$ cat config.mk
export PLATFORM = sky130hd
export DESIGN_NAME = wheel_state_buffer_flat
export DESIGN_NICKNAME = d
export VERILOG_FILES = /design/src/rtl/wheel_state_buffer_pkg.sv /design/src/rtl/wheel_state_buffer_if.sv /design/src/rtl/wheel_state_buffer_com.sv /design/src/rtl/wheel_state_buffer.sv /design/src/flat_wrapper.sv
export SDC_FILE = /design/constraint.sdc
export NUM_CORES = 1
export LEC_CHECK = 0
export CELL_PAD_IN_SITES_DETAIL_PLACEMENT = 1
export CELL_PAD_IN_SITES_GLOBAL_PLACEMENT = 1
export CORE_ASPECT_RATIO = 1.25
export CORE_MARGIN = 4
export CORE_UTILIZATION = 30
export DETAILED_ROUTE_END_ITERATION = 8
export PLACE_DENSITY_LB_ADDON = 0.05
export SKIP_LAST_GASP = 1
export SYNTH_ARGS = -nofsm -noshare
export SYNTH_HDL_FRONTEND = slang
export SYNTH_SLANG_ARGS = --single-unit
export TNS_END_PERCENT = 30
$ cat constraint.sdc
create_clock -name clk_in -period 9.4 [get_ports clk_in]
set_clock_uncertainty 0.1 [all_clocks]
set_input_delay 1.88 -clock clk_in [delete_from_list [all_inputs] [get_ports clk_in]]
set_output_delay 1.88 -clock clk_in [all_outputs]
set_load 0.005 [all_outputs]
$ cat src/rtl/wheel_state_buffer_pkg.sv
`default_nettype none
// ============================================================================
// Module      : wheel_pkg
// Description : Shared geometry, types and helpers for the wheel state buffer.
//               Holds the FSM state encoding, node/velocity element and array
//               types, and the log2 helper used to size counters and the
//               centre-of-mass accumulator.
// Revision    : 1.0 - initial release
// ============================================================================
package wheel_pkg;

    // Wheel geometry (NUM_NODES must be a power of two, >= 2)
    localparam int NUM_NODES     = 4;
    localparam int POSITION_SIZE = 8;
    localparam int VELOCITY_SIZE = 6;

    // Ceiling log2; exact for the power-of-two node counts used here
    function automatic int log2(input int n);
        int r;
        r = 0;
        for (int i = 0; i < 31; i++) begin
            if ((1 << i) < n) begin
                r = i + 1;
            end
        end
        return r;
    endfunction

    localparam int c_NODE_IDX_W = log2(NUM_NODES);

    typedef enum logic [1:0] {
        ST_IDLE   = 2'd0,
        ST_RUN    = 2'd1,
        ST_COMMIT = 2'd2
    } state_t;

    typedef logic signed [POSITION_SIZE-1:0] pos_t;
    typedef logic signed [VELOCITY_SIZE-1:0] vel_t;

    // Index [0] holds x components, [1] holds y components
    typedef pos_t [1:0][NUM_NODES-1:0] node_arr_t;
    typedef vel_t [1:0][NUM_NODES-1:0] vel_arr_t;

endpackage
`default_nettype wire

$ cat src/rtl/wheel_state_buffer_if.sv
`default_nettype none
// ============================================================================
// Module      : wheel_state_buffer_if
// Description : Bundle of the frame-control, streamed-beat and state/status
//               signals between the system side (master) and the wheel state
//               buffer (slave).
//   master drives : frame_tick_in, load_in, load_nodes, node/velocity beats,
//                   result_in
//   slave drives  : begin_out, nodes_out, velocities_out, com_x, com_y,
//                   done_out, busy_out, overrun_out, error_out
// Revision    : 1.0 - initial release
// ============================================================================
interface wheel_state_buffer_if;
    import wheel_pkg::*;

    logic      frame_tick_in;
    logic      load_in;
    node_arr_t load_nodes;
    pos_t      node_in_x;
    pos_t      node_in_y;
    logic      node_in_valid;
    vel_t      velocity_in_x;
    vel_t      velocity_in_y;
    logic      velocity_in_valid;
    logic      result_in;

    logic      begin_out;
    node_arr_t nodes_out;
    vel_arr_t  velocities_out;
    pos_t      com_x;
    pos_t      com_y;
    logic      done_out;
    logic      busy_out;
    logic      overrun_out;
    logic      error_out;

    modport master (
        output frame_tick_in, load_in, load_nodes,
        output node_in_x, node_in_y, node_in_valid,
        output velocity_in_x, velocity_in_y, velocity_in_valid,
        output result_in,
        input  begin_out, nodes_out, velocities_out, com_x, com_y,
        input  done_out, busy_out, overrun_out, error_out
    );

    modport slave (
        input  frame_tick_in, load_in, load_nodes,
        input  node_in_x, node_in_y, node_in_valid,
        input  velocity_in_x, velocity_in_y, velocity_in_valid,
        input  result_in,
        output begin_out, nodes_out, velocities_out, com_x, com_y,
        output done_out, busy_out, overrun_out, error_out
    );

endinterface
`default_nettype wire

$ cat src/rtl/wheel_state_buffer_com.sv
`default_nettype none
// ============================================================================
// Module      : wheel_com
// Description : Combinational centre of mass of a node array. Each coordinate
//               is summed at full precision and divided by NUM_NODES with an
//               arithmetic shift (floor toward -inf, no rounding).
//   i_nodes : node array ([0]=x, [1]=y)
//   o_com_x : mean x coordinate
//   o_com_y : mean y coordinate
// Revision    : 1.0 - initial release
// ============================================================================
module wheel_com
    import wheel_pkg::*;
(
    input  node_arr_t i_nodes,
    output pos_t      o_com_x,
    output pos_t      o_com_y
);

    localparam int c_SUM_W = POSITION_SIZE + c_NODE_IDX_W;

    logic signed [c_SUM_W-1:0] w_sum_x;
    logic signed [c_SUM_W-1:0] w_sum_y;

    always_comb begin
        w_sum_x = '0;
        w_sum_y = '0;
        for (int i = 0; i < NUM_NODES; i++) begin
            w_sum_x = w_sum_x + {{c_NODE_IDX_W{i_nodes[0][i][POSITION_SIZE-1]}}, i_nodes[0][i]};
            w_sum_y = w_sum_y + {{c_NODE_IDX_W{i_nodes[1][i][POSITION_SIZE-1]}}, i_nodes[1][i]};
        end
    end

    // Dropping the low log2(NUM_NODES) bits of a two's-complement sum is the
    // arithmetic right shift; the mean always fits back into POSITION_SIZE.
    assign o_com_x = w_sum_x[c_SUM_W-1 -: POSITION_SIZE];
    assign o_com_y = w_sum_y[c_SUM_W-1 -: POSITION_SIZE];

endmodule
`default_nettype wire

$ cat src/rtl/wheel_state_buffer.sv
`default_nettype none
// ============================================================================
// Module      : wheel_state_buffer
// Description : Closes the per-frame physics loop downstream of update_wheel.
//               Issues begin per frame tick, gathers streamed node/velocity
//               beats into a shadow buffer and commits them atomically to the
//               active state when update_wheel reports its result. Provides
//               the centre of mass of the active nodes plus sticky overrun and
//               error status.
//   clk_in  : system clock
//   rst_in  : asynchronous active-high reset
//   bus     : wheel_state_buffer_if.slave (control, beats, state, status)
// Revision    : 1.0 - initial release
// ============================================================================
module wheel_state_buffer
    import wheel_pkg::*;
#(
    parameter int TIMEOUT_CYCLES = 1024
) (
    input  logic                  clk_in,
    input  logic                  rst_in,
    wheel_state_buffer_if.slave   bus
);

    localparam int                    c_CNT_W        = c_NODE_IDX_W + 1;
    localparam int                    c_TIMER_W      = $clog2(TIMEOUT_CYCLES);
    localparam logic [c_CNT_W-1:0]    c_FULL         = c_CNT_W'(NUM_NODES);
    localparam logic [c_TIMER_W-1:0]  c_TIMEOUT_LAST = c_TIMER_W'(TIMEOUT_CYCLES - 1);

    state_t                r_state;
    state_t                w_state_next;

    logic [c_CNT_W-1:0]    r_node_cnt;
    logic [c_CNT_W-1:0]    r_vel_cnt;
    logic [c_TIMER_W-1:0]  r_timer;
    node_arr_t             r_shadow_nodes;
    vel_arr_t              r_shadow_vels;

    node_arr_t             r_nodes;
    vel_arr_t              r_vels;
    pos_t                  r_com_x;
    pos_t                  r_com_y;
    logic                  r_begin;
    logic                  r_done;
    logic                  r_overrun;
    logic                  r_error;

    logic                  w_idle;
    logic                  w_run;
    logic                  w_commit;
    logic                  w_load;
    logic                  w_start;
    logic                  w_node_take;
    logic                  w_node_drop;
    logic                  w_vel_take;
    logic                  w_vel_drop;
    logic [c_CNT_W-1:0]    w_node_cnt_nxt;
    logic [c_CNT_W-1:0]    w_vel_cnt_nxt;
    logic                  w_counts_ok;
    logic                  w_result_bad;
    logic                  w_timeout;
    node_arr_t             w_com_src;
    pos_t                  w_com_x;
    pos_t                  w_com_y;

    // ------------------------------------------------------------------------
    // Control decode
    // ------------------------------------------------------------------------
    assign w_idle   = (r_state == ST_IDLE);
    assign w_run    = (r_state == ST_RUN);
    assign w_commit = (r_state == ST_COMMIT);

    // Load wins over a same-cycle tick; that tick is silently dropped
    assign w_load  = w_idle && bus.load_in;
    assign w_start = w_idle && bus.frame_tick_in && !bus.load_in;

    assign w_node_take = w_run && bus.node_in_valid     && (r_node_cnt != c_FULL);
    assign w_node_drop = w_run && bus.node_in_valid     && (r_node_cnt == c_FULL);
    assign w_vel_take  = w_run && bus.velocity_in_valid && (r_vel_cnt  != c_FULL);
    assign w_vel_drop  = w_run && bus.velocity_in_valid && (r_vel_cnt  == c_FULL);

    // A beat arriving together with result_in still counts toward completion
    assign w_node_cnt_nxt = r_node_cnt + {{(c_CNT_W-1){1'b0}}, w_node_take};
    assign w_vel_cnt_nxt  = r_vel_cnt  + {{(c_CNT_W-1){1'b0}}, w_vel_take};
    assign w_counts_ok    = (w_node_cnt_nxt == c_FULL) && (w_vel_cnt_nxt == c_FULL);

    assign w_result_bad = w_run && bus.result_in && !w_counts_ok;
    assign w_timeout    = w_run && !bus.result_in && (r_timer == c_TIMEOUT_LAST);

    // ------------------------------------------------------------------------
    // FSM
    // ------------------------------------------------------------------------
    always_ff @(posedge clk_in or posedge rst_in) begin
        if (rst_in) begin
            r_state <= ST_IDLE;
        end else begin
            r_state <= w_state_next;
        end
    end

    always_comb begin
        w_state_next = r_state;
        case (r_state)
            ST_IDLE: begin
                if (w_start) begin
                    w_state_next = ST_RUN;
                end
            end
            ST_RUN: begin
                if (bus.result_in) begin
                    w_state_next = w_counts_ok ? ST_COMMIT : ST_IDLE;
                end else if (w_timeout) begin
                    w_state_next = ST_IDLE;
                end
            end
            ST_COMMIT: begin
                w_state_next = ST_IDLE;
            end
            default: begin
                w_state_next = ST_IDLE;
            end
        endcase
    end

    // ------------------------------------------------------------------------
    // Centre of mass, computed on whichever array is about to become active
    // ------------------------------------------------------------------------
    assign w_com_src = w_commit ? r_shadow_nodes : bus.load_nodes;

    wheel_com u_com (
        .i_nodes (w_com_src),
        .o_com_x (w_com_x),
        .o_com_y (w_com_y)
    );

    // ------------------------------------------------------------------------
    // Shadow capture: counters, timer and shadow arrays
    // ------------------------------------------------------------------------
    always_ff @(posedge clk_in or posedge rst_in) begin
        if (rst_in) begin
            r_node_cnt     <= '0;
            r_vel_cnt      <= '0;
            r_timer        <= '0;
            r_shadow_nodes <= '0;
            r_shadow_vels  <= '0;
        end else if (w_start) begin
            r_node_cnt     <= '0;
            r_vel_cnt      <= '0;
            r_timer        <= '0;
            r_shadow_nodes <= '0;
            r_shadow_vels  <= '0;
        end else if (w_run) begin
            r_timer    <= r_timer + 1'b1;
            r_node_cnt <= w_node_cnt_nxt;
            r_vel_cnt  <= w_vel_cnt_nxt;
            if (w_node_take) begin
                r_shadow_nodes[0][r_node_cnt[c_NODE_IDX_W-1:0]] <= bus.node_in_x;
                r_shadow_nodes[1][r_node_cnt[c_NODE_IDX_W-1:0]] <= bus.node_in_y;
            end
            if (w_vel_take) begin
                r_shadow_vels[0][r_vel_cnt[c_NODE_IDX_W-1:0]] <= bus.velocity_in_x;
                r_shadow_vels[1][r_vel_cnt[c_NODE_IDX_W-1:0]] <= bus.velocity_in_y;
            end
            // An incomplete frame is thrown away rather than left half-written
            if (w_result_bad) begin
                r_shadow_nodes <= '0;
                r_shadow_vels  <= '0;
            end
        end
    end

    // ------------------------------------------------------------------------
    // Active state, pulses and sticky status
    // ------------------------------------------------------------------------
    always_ff @(posedge clk_in or posedge rst_in) begin
        if (rst_in) begin
            r_nodes   <= '0;
            r_vels    <= '0;
            r_com_x   <= '0;
            r_com_y   <= '0;
            r_begin   <= 1'b0;
            r_done    <= 1'b0;
            r_overrun <= 1'b0;
            r_error   <= 1'b0;
        end else begin
            r_begin <= w_start;
            r_done  <= w_load || w_commit;

            if (w_load) begin
                r_nodes <= bus.load_nodes;
                r_vels  <= '0;
                r_com_x <= w_com_x;
                r_com_y <= w_com_y;
            end else if (w_commit) begin
                r_nodes <= r_shadow_nodes;
                r_vels  <= r_shadow_vels;
                r_com_x <= w_com_x;
                r_com_y <= w_com_y;
            end

            if (bus.frame_tick_in && !w_idle) begin
                r_overrun <= 1'b1;
            end
            if (w_node_drop || w_vel_drop || w_result_bad || w_timeout) begin
                r_error <= 1'b1;
            end
        end
    end

    assign bus.begin_out      = r_begin;
    assign bus.nodes_out      = r_nodes;
    assign bus.velocities_out = r_vels;
    assign bus.com_x          = r_com_x;
    assign bus.com_y          = r_com_y;
    assign bus.done_out       = r_done;
    assign bus.busy_out       = !w_idle;
    assign bus.overrun_out    = r_overrun;
    assign bus.error_out      = r_error;

endmodule
`default_nettype wire
$ cat src/flat_wrapper.sv
// flat-port wrapper written by rule: the top's interface ports become plain ports
module wheel_state_buffer_flat import wheel_pkg::*;
#(
    parameter int TIMEOUT_CYCLES = 1024
)
  (clk_in, rst_in, bus_frame_tick_in, bus_load_in, bus_load_nodes, bus_node_in_x, bus_node_in_y, bus_node_in_valid, bus_velocity_in_x, bus_velocity_in_y, bus_velocity_in_valid, bus_result_in, bus_begin_out, bus_nodes_out, bus_velocities_out, bus_com_x, bus_com_y, bus_done_out, bus_busy_out, bus_overrun_out, bus_error_out);
  wheel_state_buffer_if bus_i ();
  input  logic clk_in;
  input  logic rst_in;
  input wire logic [$bits(bus_i.frame_tick_in)-1:0] bus_frame_tick_in;
  input wire logic [$bits(bus_i.load_in)-1:0] bus_load_in;
  input wire logic [$bits(bus_i.load_nodes)-1:0] bus_load_nodes;
  input wire logic [$bits(bus_i.node_in_x)-1:0] bus_node_in_x;
  input wire logic [$bits(bus_i.node_in_y)-1:0] bus_node_in_y;
  input wire logic [$bits(bus_i.node_in_valid)-1:0] bus_node_in_valid;
  input wire logic [$bits(bus_i.velocity_in_x)-1:0] bus_velocity_in_x;
  input wire logic [$bits(bus_i.velocity_in_y)-1:0] bus_velocity_in_y;
  input wire logic [$bits(bus_i.velocity_in_valid)-1:0] bus_velocity_in_valid;
  input wire logic [$bits(bus_i.result_in)-1:0] bus_result_in;
  output wire logic [$bits(bus_i.begin_out)-1:0] bus_begin_out;
  output wire logic [$bits(bus_i.nodes_out)-1:0] bus_nodes_out;
  output wire logic [$bits(bus_i.velocities_out)-1:0] bus_velocities_out;
  output wire logic [$bits(bus_i.com_x)-1:0] bus_com_x;
  output wire logic [$bits(bus_i.com_y)-1:0] bus_com_y;
  output wire logic [$bits(bus_i.done_out)-1:0] bus_done_out;
  output wire logic [$bits(bus_i.busy_out)-1:0] bus_busy_out;
  output wire logic [$bits(bus_i.overrun_out)-1:0] bus_overrun_out;
  output wire logic [$bits(bus_i.error_out)-1:0] bus_error_out;
  assign bus_i.frame_tick_in = bus_frame_tick_in;
  assign bus_i.load_in = bus_load_in;
  assign bus_i.load_nodes = bus_load_nodes;
  assign bus_i.node_in_x = bus_node_in_x;
  assign bus_i.node_in_y = bus_node_in_y;
  assign bus_i.node_in_valid = bus_node_in_valid;
  assign bus_i.velocity_in_x = bus_velocity_in_x;
  assign bus_i.velocity_in_y = bus_velocity_in_y;
  assign bus_i.velocity_in_valid = bus_velocity_in_valid;
  assign bus_i.result_in = bus_result_in;
  assign bus_begin_out = bus_i.begin_out;
  assign bus_nodes_out = bus_i.nodes_out;
  assign bus_velocities_out = bus_i.velocities_out;
  assign bus_com_x = bus_i.com_x;
  assign bus_com_y = bus_i.com_y;
  assign bus_done_out = bus_i.done_out;
  assign bus_busy_out = bus_i.busy_out;
  assign bus_overrun_out = bus_i.overrun_out;
  assign bus_error_out = bus_i.error_out;
  wheel_state_buffer #(.TIMEOUT_CYCLES(TIMEOUT_CYCLES)) u_core (.clk_in(clk_in), .rst_in(rst_in), .bus(bus_i));
endmodule
==> metrics.txt <==
# TYPE chip_impl_metric gauge
chip_impl_info{name="setup.worst_path.class",value="in2reg"} 1
chip_impl_metric{name="detailroute.via_count",unit=""} 10820
chip_impl_metric{name="routabilityCongestion",unit=""} 0.7777
chip_impl_metric{name="netlist_area",unit="sq um"} 13380
chip_impl_metric{name="cts-root-to-sink-buffers",unit=""} 3
chip_impl_info{name="status",value="finished clean"} 1
chip_impl_metric{name="synthDominantCellAreaShare",unit=""} 0.4899
chip_impl_metric{name="yosysWarnings",unit=""} 0
chip_impl_metric{name="met2RoutedLength",unit="mm"} 22.16
chip_impl_metric{name="grt.overflow.total",unit=""} 0
chip_impl_metric{name="fillerInstances",unit=""} 5058
chip_impl_metric{name="max_cap_viol_count",unit=""} 0
chip_impl_metric{name="min_period",unit="ns"} 5.130
chip_impl_metric{name="dp.final_hpwl",unit="mm"} 32.21
chip_impl_metric{name="clockPowerShare",unit=""} 0.383
chip_impl_metric{name="grt_max_degree",unit=""} 141
chip_impl_metric{name="area_growth_syn_to_layout",unit="%"} 28.97
chip_impl_info{name="ys_dominant_reg_cell",value="sky130_fd_sc_hd__dfrtp_1"} 1
chip_impl_metric{name="wirelength",unit="mm"} 46.11
chip_impl_metric{name="post_cts_buffers",unit=""} 0
chip_impl_info{name="synth_top_cells_by_area",value="sky130_fd_sc_hd__dfrtp_1 (49%), sky130_fd_sc_hd__nand2_1 (12%), sky130_fd_sc_hd__fa_1 (5.1%)"} 1
chip_impl_metric{name="max_slew.worst_pin.slew",unit="ns"} 1.116
chip_impl_metric{name="drtIter0Drc",unit=""} 548
chip_impl_metric{name="first_pass_grt_wire_length",unit="mm"} 72.82
chip_impl_metric{name="timing.final.crit_share",unit=""} 0.5457
chip_impl_metric{name="share_of_synthesized_registers_carrying_an_async_set_or_reset",unit=""} 1.000
chip_impl_metric{name="yosysSeqAreaShare",unit=""} 0.4899
chip_impl_metric{name="fmax",unit="MHz"} 194.9
chip_impl_metric{name="ir_worst_vdd",unit="uV"} 152.6
chip_impl_metric{name="antenna_found_initial",unit=""} 4
chip_impl_metric{name="final_layout_size_suffix_gt1_frac",unit=""} 0.08187
chip_impl_metric{name="cellPowerDensity",unit="nW/um^2"} 195.6
chip_impl_metric{name="setup_total_negative_slack",unit="ns"} 0
chip_impl_metric{name="drcViolationCount",unit=""} 0
chip_impl_metric{name="power.sequential.fraction",unit=""} 0.395
chip_impl_metric{name="synth_seq_cells",unit=""} 262
chip_impl_info{name="tritoncts",value="done"} 1
chip_impl_metric{name="clk-insertion-delay-late",unit="ns"} 0.59
chip_impl_metric{name="leakage",unit="nW"} 7.641
chip_impl_metric{name="switching_share",unit=""} 0.2932
chip_impl_metric{name="multiInputGateArea",unit="sq um"} 6262
chip_impl_info{name="clock-root-buffer",value="sky130_fd_sc_hd__clkbuf_16"} 1
chip_impl_metric{name="maxSlewViolCount",unit=""} 0
chip_impl_metric{name="reg2reg_slack",unit="ns"} 4.34
chip_impl_metric{name="max_slew_margin",unit=""} 0.2530
chip_impl_metric{name="numPortBuffers",unit=""} 231
chip_impl_metric{name="die_area",unit="sq um"} 48070
chip_impl_metric{name="power_report.internal_total",unit="mW"} 2.385
chip_impl_metric{name="die_width",unit="um"} 196.9
chip_impl_metric{name="final_util",unit=""} 0.3912
chip_impl_metric{name="fp-row-count",unit=""} 86
chip_impl_info{name="cp_launch_type",value="primary input"} 1
chip_impl_metric{name="num_clock_sinks",unit=""} 262
chip_impl_metric{name="ctsHoldBuffers",unit=""} 0
chip_impl_metric{name="routed_via_density",unit=""} 4.863
chip_impl_info{name="synthDominantAreaCellType",value="sky130_fd_sc_hd__dfrtp_1"} 1
chip_impl_metric{name="syn-mean-instance-area",unit="sq um"} 9.325
chip_impl_metric{name="dieHeight",unit="um"} 244.1
chip_impl_metric{name="grt_pass1_vias",unit=""} 11620
chip_impl_metric{name="groute.usage.overall",unit=""} 0.1908
chip_impl_metric{name="dr.pass1.iters",unit=""} 4
chip_impl_metric{name="worstPathArrival",unit="ns"} 5.53
chip_impl_metric{name="timing.hold.ws",unit="ns"} 0.3708
chip_impl_metric{name="synth-edff-count",unit=""} 0
chip_impl_metric{name="floorplan.initialDensity",unit=""} 0.3033
chip_impl_metric{name="register_area",unit="sq um"} 6558
chip_impl_metric{name="io-pin-count",unit=""} 232
chip_impl_metric{name="wl_per_cell",unit="um"} 20.72
chip_impl_metric{name="pwr-share-comb",unit=""} 0.223
chip_impl_info{name="critical_path.endpoint_type",value="flop"} 1
chip_impl_metric{name="route.antenna.remaining_nets",unit=""} 0
chip_impl_metric{name="cp_max_fo",unit=""} 63
chip_impl_metric{name="finalSetupViolations",unit=""} 0
chip_impl_metric{name="post_cts.resized_instances",unit=""} 0
chip_impl_metric{name="yosysUniqueCellTypes",unit=""} 56
chip_impl_metric{name="clock_pin_slew_reported_for_the_worst_setup_and_hold_paths_after_clock_tree_synthesis",unit="ns"} 0.06
chip_impl_metric{name="synth_fp_nets",unit=""} 1587
chip_impl_metric{name="core_area",unit="sq um"} 44120
chip_impl_metric{name="cts_buffers",unit=""} 31
chip_impl_metric{name="h-tree-depth",unit=""} 1
chip_impl_metric{name="met3_wirelength",unit="mm"} 2.298
chip_impl_info{name="timing.hold.worst.class",value="reg2reg"} 1
chip_impl_metric{name="number_of_standard_cells_after_synthesis",unit=""} 1435
chip_impl_metric{name="switchingPower",unit="mW"} 0.9896
chip_impl_metric{name="timing.final.ws_setup",unit="ns"} 4.270
chip_impl_metric{name="worst-endpoint-required",unit="ns"} 9.80
chip_impl_metric{name="place_worst_setup_slack",unit="ns"} 3.626
chip_impl_metric{name="final_cells",unit=""} 2225
chip_impl_metric{name="post-place-cells",unit=""} 2164
chip_impl_info{name="max_layer_used",value="met5"} 1
chip_impl_metric{name="drt-met1-wl",unit="mm"} 20.95
chip_impl_info{name="setup_repair_after_global_routing_missed_its_margin",value="no"} 1
chip_impl_metric{name="hold_viol_final",unit=""} 0
chip_impl_metric{name="finish.net_count",unit=""} 1777
## final cells by class
type                            count  share of cell area
Multi-Input combinational cell   1035              0.3629
Antenna cell                        4           0.0005800
Timing Repair Buffer              248              0.1414
Inverter                           47             0.01066
Clock inverter                     10            0.007685
Clock buffer                       47             0.05539
Sequential cell                   262              0.3800
Tap cell                          572             0.04147
## cell usage after synthesis, drive strengths merged (2+ instances only)
| cell | n |
|---|---|
| nand2 | 438 |
| dfrtp | 262 |
| a21oi | 129 |
| o21ai | 103 |
| nor2 | 82 |
| clkbuf | 69 |
| mux2i | 50 |
| inv | 46 |
| fa | 34 |
| a31oi | 27 |
| and3b | 26 |
| buf | 22 |
| ha | 19 |
| a22o | 17 |
| nand3 | 13 |
| and2 | 11 |
| xnor2 | 11 |
| nand4 | 9 |
| xor2 | 8 |
| a22oi | 5 |
| nor3b | 5 |
| a21o | 4 |
| nand2b | 4 |
| or3 | 4 |
| a31o | 3 |
| and4 | 3 |
| nor3 | 3 |
| nor4 | 3 |
| o21bai | 3 |
| o311ai | 3 |
| or4 | 3 |
| a211o | 2 |
| a211oi | 2 |
| nand4b | 2 |
| nor2b | 2 |
## registers in the layout, indices dropped and copies added, names as in the netlist
signal and flops:
u_core.bus.com_y 8, u_core.bus.error_out 1, u_core.r_node_cnt 3, u_core.r_state 2
u_core.bus.begin_out 1, u_core.bus.velocities_out 48, u_core.bus.done_out 1, u_core.r_shadow_vels 48
u_core.r_timer 10, u_core.bus.overrun_out 1, u_core.r_shadow_nodes 64, u_core.bus.com_x 8
u_core.r_vel_cnt 3, u_core.bus.nodes_out 64
## placed cells by master, fill, tap and decap left out, drive strengths merged, types with 11 or more instances in the layout
| cell type | instances |
|---|---|
| a31oi | 27 |
| ha | 19 |
| nand3 | 13 |
| fa | 34 |
| dfrtp | 262 |
| o21ai | 103 |
| nor2 | 82 |
| clkbuf | 47 |
| a21oi | 129 |
| buf | 17 |
| and2 | 11 |
| and3b | 26 |
| inv | 47 |
| a22o | 17 |
| xnor2 | 11 |
| nand2 | 438 |
| mux2i | 50 |
| clkdlybuf4s50 | 231 |
## worst max-delay path, cell delays in order
cell	delay, ns
sky130_fd_sc_hd__clkdlybuf4s50_1	0.56
sky130_fd_sc_hd__nand2_1	0.20
sky130_fd_sc_hd__a21oi_1	0.19
sky130_fd_sc_hd__ha_1	0.18
sky130_fd_sc_hd__ha_1	0.25
sky130_fd_sc_hd__or4_4	0.51
sky130_fd_sc_hd__o311ai_4	0.30
sky130_fd_sc_hd__nand2b_4	0.57
sky130_fd_sc_hd__buf_4	0.61
sky130_fd_sc_hd__a21oi_1	0.22
## power groups by stage
stage	logic, mW	registers, mW	clock network [mW]
after global placement	0.756	1.35	0
after CTS	0.772	1.34	1.34
after detailed placement	0.768	1.36	0
final	0.751	1.33	1.29
after global routing	0.843	1.35	1.38
after floorplan	0.414	1.33	0
## worst paths after layout
path                                                    start                                     to  depth (start not counted)
max                                         bus_node_in_valid  u_core.r_shadow_nodes[28]$_DFFE_PP0P_                         10
min                        u_core.bus.overrun_out$_DFFE_PP0P_     u_core.bus.overrun_out$_DFFE_PP0P_                          1
max reg2reg                     u_core.r_state[1]$_DFFE_PP0P_        u_core.bus.com_x[5]$_DFFE_PP0P_                         15
min reg2reg                u_core.bus.overrun_out$_DFFE_PP0P_     u_core.bus.overrun_out$_DFFE_PP0P_                          1
max in group asynchronous                              rst_in          u_core.r_state[1]$_DFFE_PP0P_                          3
min in group asynchronous                              rst_in   u_core.bus.nodes_out[26]$_DFFE_PP0P_                          2
## through the flow
stage / area [sq um] / total power [mW]
6_report: 17260 / 3.375
5_1_grt: 17250 / 3.572
3_3_place_gp: 16160 / 2.108
4_1_cts: 17250 / 3.443
3_5_place_dp: 16160 / 2.124
2_1_floorplan: 13380 / 1.748
## cell families after synthesis
logic type / count (synthesis) / synth area share
multiplexers: 50 / 0.03740
AND/OR/NAND/NOR: 612 / 0.2159
buffers and inverters: 138 / 0.04582
adder cells (fa/ha/maj): 53 / 0.06863
XOR/XNOR: 19 / 0.01244
flip-flops: 262 / 0.4899
AO/OA/AOI/OAI: 301 / 0.1299
## layer usage
metal | vias to the layer above | GRT usage
met5 | - | 0
met4 | 4 | 0.03468
met3 | 59 | 0.03528
met2 | 193 | 0.3150
met1 | 5406 | 0.2654
li1 | 5159 | -
No activity file was read; power rests on OpenSTA's default activity.
